===== config.mk =====
export PLATFORM = sky130hd
export DESIGN_NAME = jtag_tap_target
export DESIGN_NICKNAME = d
export VERILOG_FILES = /design/src/rtl/jtag_pkg.sv /design/src/rtl/jtag_sync_edge.sv /design/src/rtl/jtag_tap_target.sv
export SDC_FILE = /design/constraint.sdc
export NUM_CORES = 1
export LEC_CHECK = 0
export ABC_AREA = 1
export BUFFER_PORTS_ARGS = -buffer_cell sky130_fd_sc_hd__buf_2
export CAP_MARGIN = 0
export CORE_MARGIN = 2
export CORE_UTILIZATION = 56
export DETAILED_ROUTE_END_ITERATION = 16
export HOLD_SLACK_MARGIN = 0.06
export PLACE_DENSITY = 0.89
export REMOVE_ABC_BUFFERS = 1
export SETUP_SLACK_MARGIN = 0.4
export SLEW_MARGIN = 20
export SYNTH_ARGS = -nofsm -noshare
export SYNTH_HDL_FRONTEND = slang
export SYNTH_SLANG_ARGS = --single-unit

===== constraint.sdc =====
create_clock -name clk -period 1.75 [get_ports clk]
set_input_delay 0.4375 -clock clk [delete_from_list [all_inputs] [get_ports clk]]
set_output_delay 0.4375 -clock clk [all_outputs]
set_load 0.01 [all_outputs]

===== src/rtl/jtag_pkg.sv =====
// Shared TAP state encoding, instruction opcodes and the TMS-driven state graph.
package jtag_pkg;
    localparam int IR_LEN_DEFAULT = 4;

    localparam logic [3:0] OP_IDCODE = 4'h1;
    localparam logic [3:0] OP_USER   = 4'h2;
    localparam logic [3:0] OP_BYPASS = 4'hF;

    // Encodings follow the customary 1149.1 assignment.
    typedef enum logic [3:0] {
        TLR    = 4'hF, RTI    = 4'hC,
        SEL_DR = 4'h7, CAP_DR = 4'h6, SH_DR  = 4'h2, EX1_DR = 4'h1,
        PA_DR  = 4'h3, EX2_DR = 4'h0, UPD_DR = 4'h5,
        SEL_IR = 4'h4, CAP_IR = 4'hE, SH_IR  = 4'hA, EX1_IR = 4'h9,
        PA_IR  = 4'hB, EX2_IR = 4'h8, UPD_IR = 4'hD
    } tap_state_t;

    function automatic tap_state_t tap_next(input tap_state_t s, input logic tms);
        case (s)
            TLR:     tap_next = tms ? TLR    : RTI;
            RTI:     tap_next = tms ? SEL_DR : RTI;
            SEL_DR:  tap_next = tms ? SEL_IR : CAP_DR;
            CAP_DR:  tap_next = tms ? EX1_DR : SH_DR;
            SH_DR:   tap_next = tms ? EX1_DR : SH_DR;
            EX1_DR:  tap_next = tms ? UPD_DR : PA_DR;
            PA_DR:   tap_next = tms ? EX2_DR : PA_DR;
            EX2_DR:  tap_next = tms ? UPD_DR : SH_DR;
            UPD_DR:  tap_next = tms ? SEL_DR : RTI;
            SEL_IR:  tap_next = tms ? TLR    : CAP_IR;
            CAP_IR:  tap_next = tms ? EX1_IR : SH_IR;
            SH_IR:   tap_next = tms ? EX1_IR : SH_IR;
            EX1_IR:  tap_next = tms ? UPD_IR : PA_IR;
            PA_IR:   tap_next = tms ? EX2_IR : PA_IR;
            EX2_IR:  tap_next = tms ? UPD_IR : SH_IR;
            UPD_IR:  tap_next = tms ? SEL_DR : RTI;
            default: tap_next = TLR;
        endcase
    endfunction
endpackage


===== src/rtl/jtag_sync_edge.sv =====
// Two-flop synchronizer plus one history flop; flags a rise or fall of the synced level.
module jtag_sync_edge (
    input  logic clk,
    input  logic rst_n,
    input  logic din,
    output logic rise,
    output logic fall
);
    logic meta, sync_q, prev;

    always_ff @(posedge clk or negedge rst_n) begin
        if (!rst_n) begin
            meta   <= 1'b0;
            sync_q <= 1'b0;
            prev   <= 1'b0;
        end else begin
            meta   <= din;
            sync_q <= meta;
            prev   <= sync_q;
        end
    end

    // sync_q and prev differ in one direction only, so rise and fall are exclusive.
    assign rise = sync_q & ~prev;
    assign fall = ~sync_q & prev;
endmodule


===== src/rtl/jtag_tap_target.sv =====
// JTAG TAP controller oversampled on clk: IR, IDCODE, BYPASS and a USER data register.
module jtag_tap_target
    import jtag_pkg::*;
#(
    parameter int          IR_LEN     = IR_LEN_DEFAULT,
    parameter int          DR_LEN     = 32,
    parameter logic [31:0] IDCODE_VAL = 32'h1000_0001
) (
    input  logic              clk,
    input  logic              rst_n,
    input  logic              TCK,
    input  logic              TMS,
    input  logic              TDI,
    output logic              TDO,
    output logic              TDO_OE,
    input  logic [DR_LEN-1:0] user_capture_data,
    output logic [DR_LEN-1:0] user_update_data,
    output logic              user_update_valid,
    output logic [IR_LEN-1:0] ir_value,
    output logic [3:0]        tap_state
);
    logic tck_rise, tck_fall;
    logic tms_meta, tms_s, tdi_meta, tdi_s;

    tap_state_t        state, nxt;
    logic [IR_LEN-1:0] ir_sr;
    logic [31:0]       id_sr;
    logic [DR_LEN-1:0] user_sr;
    logic              byp_sr;
    logic              sel_id, sel_user;

    jtag_sync_edge u_tck_sync (
        .clk   (clk),
        .rst_n (rst_n),
        .din   (TCK),
        .rise  (tck_rise),
        .fall  (tck_fall)
    );

    // TMS/TDI share TCK's two-flop depth so they line up with the detected rise.
    always_ff @(posedge clk or negedge rst_n) begin
        if (!rst_n) begin
            tms_meta <= 1'b0;
            tms_s    <= 1'b0;
            tdi_meta <= 1'b0;
            tdi_s    <= 1'b0;
        end else begin
            tms_meta <= TMS;
            tms_s    <= tms_meta;
            tdi_meta <= TDI;
            tdi_s    <= tdi_meta;
        end
    end

    assign nxt       = tap_next(state, tms_s);
    assign sel_id    = (ir_value == IR_LEN'(OP_IDCODE));
    assign sel_user  = (ir_value == IR_LEN'(OP_USER));
    assign tap_state = state;

    always_ff @(posedge clk or negedge rst_n) begin
        if (!rst_n) begin
            state             <= TLR;
            ir_value          <= IR_LEN'(OP_IDCODE);
            ir_sr             <= '0;
            id_sr             <= '0;
            user_sr           <= '0;
            byp_sr            <= 1'b0;
            user_update_data  <= '0;
            user_update_valid <= 1'b0;
            TDO               <= 1'b0;
            TDO_OE            <= 1'b0;
        end else begin
            user_update_valid <= 1'b0;
            if (tck_rise) begin
                case (state)
                    CAP_IR: ir_sr <= IR_LEN'(1);
                    SH_IR:  ir_sr <= {tdi_s, ir_sr[IR_LEN-1:1]};
                    UPD_IR: ir_value <= ir_sr;
                    CAP_DR: begin
                        if (sel_user)    user_sr <= user_capture_data;
                        else if (sel_id) id_sr   <= IDCODE_VAL;
                        else             byp_sr  <= 1'b0;
                    end
                    SH_DR: begin
                        if (sel_user)    user_sr <= {tdi_s, user_sr[DR_LEN-1:1]};
                        else if (sel_id) id_sr   <= {tdi_s, id_sr[31:1]};
                        else             byp_sr  <= tdi_s;
                    end
                    UPD_DR: begin
                        if (sel_user) begin
                            user_update_data  <= user_sr;
                            user_update_valid <= 1'b1;
                        end
                    end
                    default: ;
                endcase
                // UPD_IR never leads to TLR, so this cannot clash with the IR update above.
                if (nxt == TLR) ir_value <= IR_LEN'(OP_IDCODE);
                state  <= nxt;
                TDO_OE <= (nxt == SH_IR) || (nxt == SH_DR);
            end else if (tck_fall) begin
                if (state == SH_IR)      TDO <= ir_sr[0];
                else if (state == SH_DR) TDO <= sel_user ? user_sr[0] : (sel_id ? id_sr[0] : byp_sr);
                else                     TDO <= 1'b0;
            end
        end
    end
endmodule


==> results.md, run 1 <==
- Yosys warning total: 0
- Synth unique cells: 26
- Die Wd: 98.4 um
- Gr ovfl total: 688
- IO buf count: 79
- FF+latch count, synth: 119
- CTS buffer count: 17
- Num ports: 80
- RD Place Congestion: 0.919
- Error msg: [ERROR GRT-0232] Routing congestion too high. Check the congestion heatmap in the GUI.
- Number of synthesized flops with an enable pin: 0
- Post-Syn Area per Cell: 8.85 um^2
- Post-DP HPWL: 7070 um
- Htree depth: 4
- Status: did not finish
- Largest net degree at the start of global routing: 39
- Clock root cell: clkbuf_8
- Netlist Area Pre-Place: 0.00499 mm^2
- Total GRT Usage: 92.7%
- Rows: 34
- Failing step: 5_1_grt
- Cells after Synth: 564
- CTS Sinks: 119
- Clk buf depth: 2
- WEP type: sequential cell input
- Async set-reset flop share out of synthesis: 100%
- GRT repair_timing worst endpoint: id_sr[30]$_DFFE_PN0P_/D
- Starting Density: 57.5%
- Die H: 98.4 um
- Seq/Total Area, Yosys: 59.8%
- Synth Flop Type: dfrtp_1
==> stage by stage <==
step	area (um^2)	instances	setup WS, ns
2_1_floorplan	4860	536	-0.537
3_3_place_gp	5580	737	0.121
3_5_place_dp	5580	737	0.00151
4_1_cts	7410	823	0.0355
==> metal layers <==
metal | global-route usage (%) | overflow
met1 | 86.2 | 3
met2 | 119 | 459
met3 | 66.1 | 3
met4 | 110 | 223
met5 | 12.3 | 0
==> cells by family after synthesis <==
kind of cell / after synthesis / share of synthesized area [%]
flops: 119 / 59.8
buf+inv: 78 / 6.27
compound gates: 133 / 15.1
simple gates: 234 / 18.9
==> cell usage after synthesis (2+ instances only) <==
cell type | n | area share (%)
nand2_1 | 155 | 12
dfrtp_1 | 114 | 57
o21ai_0 | 63 | 6.3
nor2_1 | 55 | 4.1
inv_1 | 44 | 3.3
a21oi_1 | 31 | 3.1
a211oi_1 | 26 | 3.9
clkbuf_1 | 14 | 1.1
buf_2 | 13 | 1.3
nand3_1 | 8 | 0.80
dfstp_2 | 5 | 2.6
inv_2 | 5 | 0.38
nand2_2 | 5 | 0.63
o31ai_1 | 4 | 0.60
nand3_2 | 3 | 0.60
nand4_1 | 3 | 0.38
o21ai_1 | 3 | 0.30
nor2_2 | 2 | 0.25
nor3_1 | 2 | 0.20
o211ai_1 | 2 | 0.30
o22ai_1 | 2 | 0.25
==> timing repair <==
item,4_1_cts
buffers inserted,32
pin swaps,32
hold buffers,4
setup endpoints to repair,151
endpoints found under the hold margin,30
gates resized for setup,123
gates cloned,18
==> inputs of run 2 (changes only) <==
--- a/config.mk
+++ b/config.mk
@@ -9,12 +9,10 @@
 export BUFFER_PORTS_ARGS = -buffer_cell sky130_fd_sc_hd__buf_2
 export CAP_MARGIN = 0
 export CORE_MARGIN = 2
-export CORE_UTILIZATION = 56
+export CORE_UTILIZATION = 40
 export DETAILED_ROUTE_END_ITERATION = 16
-export HOLD_SLACK_MARGIN = 0.06
-export PLACE_DENSITY = 0.89
+export PLACE_DENSITY_LB_ADDON = 0.15
 export REMOVE_ABC_BUFFERS = 1
-export SETUP_SLACK_MARGIN = 0.4
 export SLEW_MARGIN = 20
 export SYNTH_ARGS = -nofsm -noshare
 export SYNTH_HDL_FRONTEND = slang
==> run 2 against run 1 <==
  * The flow now finishes without violations
  * Synthesized cell count unchanged
  * Area after synthesis unchanged
==> results.md, run 2 <==
- Status: finished, final reports clean (was did not finish)
- Min-delay worst type: in2reg
- Final Instance Area: 0.00637 mm^2
- Share of cells above drive strength 1: 23.9%
- Worst Path Required: 1.31 ns
- Multi-input gate area: 0.00174 mm^2
- WHS: 0.139 ns
- Seq pwr share: 40.5%
- Max IR drop VDD: 0.653 mV
- Maximum clock rate: 599 MHz
- FF/Latch Area: 0.00298 mm^2
- Sw frac: 29.3%
- Regs by FF count: id_sr: 32 flops, user_sr: 32 flops, user_update_data: 32 flops
- Most frequent cells in the layout: nand2_1 (151), dfrtp_1 (114), buf_2 (78)
- DRT Pass-1 Iters: 5
- Synth unique cells: 26 (unchanged)
- CTS buffer count: 17 (unchanged)
- Clk buf depth: 2 (unchanged)
- Max FO, Critical Path: 6
- Synth Flop Type: dfrtp_1 (unchanged)
- Combinational Power Share: 20.3%
- Crit path kind: reg2out
- Int Pwr: 5380 uW
- Unrepaired setup endpoints after global routing: true
- Critical path arrival: 1.23 ns
- Rows: 40 (was 34)
- Final worst-path cycle share: 95.4%
- Final Hold Fails: 0
- Most common cell in the netlist: nand2_1 (unchanged)
- Clock root cell: clkbuf_16 (was clkbuf_8)
- CTS Sinks: 119 (unchanged)
- Average wire per standard cell: 13.0 um
- Number of synthesized flops with an enable pin: 0 (unchanged)
- Async set-reset flop share out of synthesis: 100% (unchanged)
- WHS Endpoint: u_tck_sync.meta
- Critical path, cell by cell: buf_4, buf_2
- Slew @ Worst Pin: 0.333 ns
- Die H: 116 um (was 98.4 um)
- DP Cell Count: 800 (was 737)
- Clock skew: 0.00874 ns
- Most common cell after layout, fill and taps aside: nand2_1
- Post-DP HPWL: 7370 um (was 7070 um)
- Seq/Total Area, Yosys: 59.8% (unchanged)
- Yosys warning total: 0 (unchanged)
- First-pass GRT wire length: 17,900 um
- Leakage: 0.00311 uW
- Core ar.: 0.0121 mm^2
- Gr ovfl total: 0
- Post-DP Area: 0.00572 mm^2 (was 0.00558 mm^2)
- Total GRT Usage: 17.4%
- RD Place Congestion: 1.00 (was 0.919)
- FF+latch count, synth: 119 (unchanged)
- Psw: 2230 uW
- Final Core Density: 52.6%
- Max-slew headroom: 77.8%
- Vias: 3,993
- Initial antenna violation count: 0
- Area leader, netlist: dfrtp_1 (unchanged)
- Worst path slowest cell: dfstp_2
- Largest net degree at the start of global routing: 47
- Top cells by count, synth: nand2_1 (155), dfrtp_1 (114), o21ai_0 (63) (unchanged)
- Final slew viol count: 0
- Die Wd: 116 um (was 98.4 um)
- Reg2reg end: ir_value[2]
- Drt initial violations: 256
- Die footprint: 0.0134 mm^2
- IO buf count: 79 (unchanged)
- Clock Latency Late Sink: 0.41 ns
- Hold path startpoint: TCK
- DRC violations left: 0
- Reg2reg setup slack: 0.10 ns
- Maximum capacitance violations: 0
- # setup viols final: 0
- Pwr per Cell Area: 1190 mW/mm^2
- Hold depth: 1
- TritonCTS clock tree: built
- Fillers: 1,138
- Final wirelength: 10,900 um
- Htree depth: 4 (unchanged)
- Post-route ant nets: 0
- Post-Syn Area per Cell: 8.85 um^2 (unchanged)
- Crit start category: flip-flop
- Vias per inst: 4.74
- Cells after Synth: 564 (unchanged)
- Worst path bufs/invs: 2
- Crit path capture type: primary output
- Final #Nets: 698
- CP delay by family, top: flip-flops
- Reg2Reg Depth: 12
- Clock power share: 39.1%
- Netlist Area Pre-Place: 0.00499 mm^2 (unchanged)
- Final non-filler cell total: 843
- Vias in the first global route: 3,636
- Area grow syn2layout: 27.6%
- Min Clock Period, post-route: 1.67 ns
- Launch point of the worst reg-to-reg path: tap_state[3]
- Num ports: 80 (unchanged)
- Largest cells by area after synthesis: dfrtp_1 (57%), nand2_1 (12%), o21ai_0 (6.3%), nor2_1 (4.1%), a211oi_1 (3.9%) (unchanged)
- Starting Density: 41.2% (was 57.5%)
- Clock Pin Slew Worst Setup and Hold Paths: 0.05 ns
- Top cell type's share of synthesized area: 57.2% (unchanged)
- Slowest stage delay, CP: 0.58 ns
[run 2: stage by stage]
stage	setup slack (ns)	setup TNS [ns]	total power [uW]
2_1_floorplan	-0.537	-33.32	3930
3_3_place_gp	0.103	0	4450
3_5_place_dp	0.0498	0	4480
4_1_cts	0.0161	0	7490
5_1_grt	-0.0134	-0.0212	8040
6_report	0.0813	0	7610
[run 2: cell families after synthesis]
family                 after synthesis  synth area share [%]
buffers and inverters               78                  6.27
and+or+nand+nor                    234                  18.9
DFF                                119                  59.8
AOI/OAI and AO/OA                  133                  15.1
[run 2: worst max-delay path by stage]
stage	from	endpoint	depth (start not counted)
2_1_floorplan	tap_state[0]	user_sr[31]	9
3_3_place_gp	tap_state[0]	ir_value[3]	12
3_5_place_dp	tap_state[1]	id_sr[1]	7
4_1_cts	tap_state[1]	id_sr[1]	7
5_1_grt	tap_state[2]	ir_value[2]	11
6_report	tap_state[1]	tap_state[1]	2
[run 2: worst reg2reg max path, cell delays in order (launching register included)]
cell and delay (ns):
dfstp_2 0.63, nand2_2 0.10, inv_2 0.07, nand2_1 0.06, nand2_1 0.05, nor2_1 0.04, nand2_1 0.07, nand2_2 0.07
nor2_2 0.11, nand2_2 0.08, buf_4 0.14, nand4_1 0.06, nand2_1 0.06
[run 2: cell type report]
type,instances,area share (%)
inverters,50,3.03
clock buffers,27,7.58
diodes,1,0.0393
well taps,168,3.30
repair buffers,105,11.5
clock inverters,5,0.393
flip-flops and latches,119,46.9
multi-input cells,368,27.3
[run 2: repair_timing]
action,in CTS,in global routing
resized for setup,0,18
setup buffers,0,7
setup endpoints to repair,0,61
hold buffers,1,0
hold endpoints to repair,3,0
[run 2: layer usage]
layer	wire length (um)	track usage (%)
met1	5340	24.8
met2	4880	24.9
met3	591	5.13
met4	127	7.14
met5	0	0
[run 2: power by group through the flow]
| stage | combinational, uW | sequential, uW | clock [uW] |
|---|---|---|---|
| floorplan | 785 | 3150 | 0 |
| global placement | 1330 | 3120 | 0 |
| detailed placement | 1350 | 3120 | 0 |
| CTS | 1360 | 3080 | 3050 |
| global route | 1730 | 3100 | 3200 |
| finish | 1550 | 3090 | 2980 |
No activity file was read; power rests on OpenSTA's default activity.
==> inputs of run 3 (changes only) <==
--- a/config.mk
+++ b/config.mk
@@ -8,12 +8,13 @@
 export ABC_AREA = 1
 export BUFFER_PORTS_ARGS = -buffer_cell sky130_fd_sc_hd__buf_2
 export CAP_MARGIN = 0
+export CORE_ASPECT_RATIO = 1.75
 export CORE_MARGIN = 2
 export CORE_UTILIZATION = 40
 export DETAILED_ROUTE_END_ITERATION = 16
 export PLACE_DENSITY_LB_ADDON = 0.15
 export REMOVE_ABC_BUFFERS = 1
-export SLEW_MARGIN = 20
+export SLEW_MARGIN = 10
 export SYNTH_ARGS = -nofsm -noshare
 export SYNTH_HDL_FRONTEND = slang
 export SYNTH_SLANG_ARGS = --single-unit
==> run 3 against run 2 <==
  * The run now ends with negative hold slack, negative setup slack left
  * Clock power up 17%
  * First-iteration DRC count down 4.7%
  * Count of clock-buffer cells in the layout down 5
  * Register-to-register slack worse by 0.13 ns
  * Critical path depth grew 10
  * Global-route usage is 0.78 points higher
  * Wire length increased by 6.3%
  * Sequential share of layout area fell by 0.75 points
  * Die area increased by 0.26%
  * Setup slack worse by 0.11 ns
  * Worst hold slack got worse by 0.14 ns
  * Final cell count is 0.59% lower
  * Largest cell class unchanged
  * Highest routed layer unchanged
==> results.md, run 3 (synthesis gave the netlist of run 2 again) <==
- Setup WS post-layout: -0.0321 ns (was 0.0813 ns)
- Ant diodes: 0 (was 1)
- Die H: 152 um (was 116 um)
- Reg2reg setup slack: -0.03 ns (was 0.10 ns)
- Post-DP HPWL: 7840 um (was 7370 um)
- Regs by FF count: id_sr: 32 flops, user_sr: 32 flops, user_update_data: 32 flops (unchanged)
- Total GRT Usage: 18.1% (was 17.4%)
- Vias: 4,080 (was 3,993)
- Vias in the first global route: 3,981 (was 3,636)
- Share of cells above drive strength 1: 24.6% (was 23.9%)
- Reg2reg end: ir_value[2] (unchanged)
- Clk buf depth: 2 (unchanged)
- TritonCTS clock tree: built (unchanged)
- Clock Pin Slew Worst Setup and Hold Paths: 0.05 ns (about the same)
- Max IR drop VDD: 0.711 mV (was 0.653 mV)
- Slew @ Worst Pin: 0.480 ns (was 0.333 ns)
- First-pass GRT wire length: 18,700 um (was 17,900 um)
- Maximum capacitance violations: 0 (unchanged)
- Maximum clock rate: 561 MHz (was 599 MHz)
- Drt initial violations: 244 (was 256)
- Vias per inst: 4.87 (was 4.74)
- Final non-filler cell total: 838 (was 843)
- Reg2Reg Depth: 12 (unchanged)
- Area grow syn2layout: 29.7% (was 27.6%)
- Gr ovfl total: 0 (unchanged)
- Clock root cell: clkbuf_16 (unchanged)
- Crit path kind: reg2reg (was reg2out)
- WHS: -0.00131 ns (was 0.139 ns)
- Fillers: 1,227 (was 1,138)
- Final #Nets: 695 (was 698)
- Fin Setup TNS: -0.0655 ns (was 0 ns)
- Final Instance Area: 0.00647 mm^2 (was 0.00637 mm^2)
- Min-delay worst type: in2async (was in2reg)
- Multi-input gate area: 0.00176 mm^2 (was 0.00174 mm^2)
- Final worst-path cycle share: 102% (was 95.4%)
- Final Core Density: 52.6% (about the same)
- Largest net degree at the start of global routing: 63 (was 47)
- Final Power: 8300 uW (was 7610 uW)
- RD Place Congestion: 0.840 (was 1.00)
- Crit start category: flip-flop (unchanged)
- Leakage: 0.00315 uW (was 0.00311 uW)
- Most frequent cells in the layout: nand2_1 (151), dfrtp_1 (114), buf_2 (78) (unchanged)
- Final wirelength: 11,600 um (was 10,900 um)
- # setup viols final: 3 (was 0)
- Most common cell after layout, fill and taps aside: nand2_1 (unchanged)
- IO buf count: 79 (unchanged)
- Launch point of the worst reg-to-reg path: tap_state[2] (was tap_state[3])
- Starting Density: 40.6% (was 41.2%)
- Clock Latency Late Sink: 0.40 ns (was 0.41 ns)
- Crit path capture type: flip-flop (was primary output)
- Max-slew headroom: 68.0% (was 77.8%)
- Die footprint: 0.0134 mm^2 (about the same)
- Clock skew: 0.00611 ns (was 0.00874 ns)
- CTS Sinks: 119 (unchanged)
- Post-DP Area: 0.00573 mm^2 (was 0.00572 mm^2)
- Initial antenna violation count: 0 (unchanged)
- Worst Path Required: 2.04 ns (was 1.31 ns)
- CTS buffer count: 17 (unchanged)
- Rows: 54 (was 40)
- DRC violations left: 0 (unchanged)
- Num ports: 80 (unchanged)
- Pwr per Cell Area: 1280 mW/mm^2 (was 1190 mW/mm^2)
- Max FO, Critical Path: 6 (unchanged)
- Die Wd: 88.4 um (was 116 um)
- FF/Latch Area: 0.00298 mm^2 (unchanged)
- Critical path arrival: 2.07 ns (was 1.23 ns)
- Htree depth: 4 (unchanged)
- Status: complete, but fails checks (was finished, final reports clean)
- Average wire per standard cell: 13.9 um (was 13.0 um)
- Min Clock Period, post-route: 1.78 ns (was 1.67 ns)
- Failing checks: negative hold slack, negative setup slack
- Core ar.: 0.0123 mm^2 (was 0.0121 mm^2)
- DP Cell Count: 800 (unchanged)
- DRT Pass-1 Iters: 5 (unchanged)
- Post-route ant nets: 0 (unchanged)
- Final slew viol count: 0 (unchanged)
- Unrepaired setup endpoints after global routing: true (unchanged)
- Final Hold Fails: 3 (was 0)
run 3: final cells by class:
| type | instances | share of cell area [%] |
|---|---|---|
| Timing Repair Buffer | 103 | 11.3 |
| Clock inverter | 9 | 1.91 |
| Sequential cell | 119 | 46.1 |
| Tap cell | 168 | 3.25 |
| Inverter | 50 | 2.94 |
| Multi-Input combinational cell | 367 | 27.2 |
| Clock buffer | 22 | 7.33 |
run 3: how the worst max path moves through the flow:
| stage | cells past startpoint | endpoint | startpoint |
|---|---|---|---|
| after detailed placement | 8 | user_sr[19] | tap_state[0] |
| after global routing | 13 | ir_value[2] | tap_state[2] |
| final | 12 | ir_value[2] | tap_state[2] |
| after global placement | 8 | user_sr[19] | tap_state[0] |
| after floorplan | 9 | user_sr[31] | tap_state[0] |
| after CTS | 8 | user_sr[19] | tap_state[0] |
run 3: through the flow:
stage | worst slack [ns] | hold slack (ns)
after detailed placement | 0.0385 | 0.340
after global placement | 0.0813 | 0.338
after global routing | -0.102 | 0.0131
after CTS | 0.0263 | 0.00131
final | -0.0321 | -0.00131
after floorplan | -0.537 | 0.142
run 3: layer usage:
metal / track usage (%) / vias up / share of wire, %
met4: 7.58 / 0 / 2.9
met5: 0 / - / 0
li1: - / 2018 / -
met1: 21.4 / 1917 / 41
met2: 30.8 / 116 / 52
met3: 4.93 / 29 / 4.0
run 3: what timing repair did:
item / in CTS / in global routing
setup buffers: 0 / 6
hold buffers: 0 / 0
setup endpoints to repair: 0 / 85
resized for setup: 0 / 19
run 3: report_power, final:
group	internal [uW]	switching [uW]	total (uW)
registers	2950	168	3110
clock network	2330	1160	3490
logic	608	1080	1690
total	5890	2410	8300
run 3: worst max-delay path, cell delays in order, from the launching register on:
cell and delay (ns):
dfstp_2 0.63, nand2_1 0.12, clkinv_1 0.10, nand2_1 0.06, nand2_1 0.05, nor2_1 0.04
nand2_1 0.09, nand2_2 0.11, nor2_4 0.14, nand2_4 0.07, buf_4 0.14, nand4_1 0.07
nand2_1 0.06
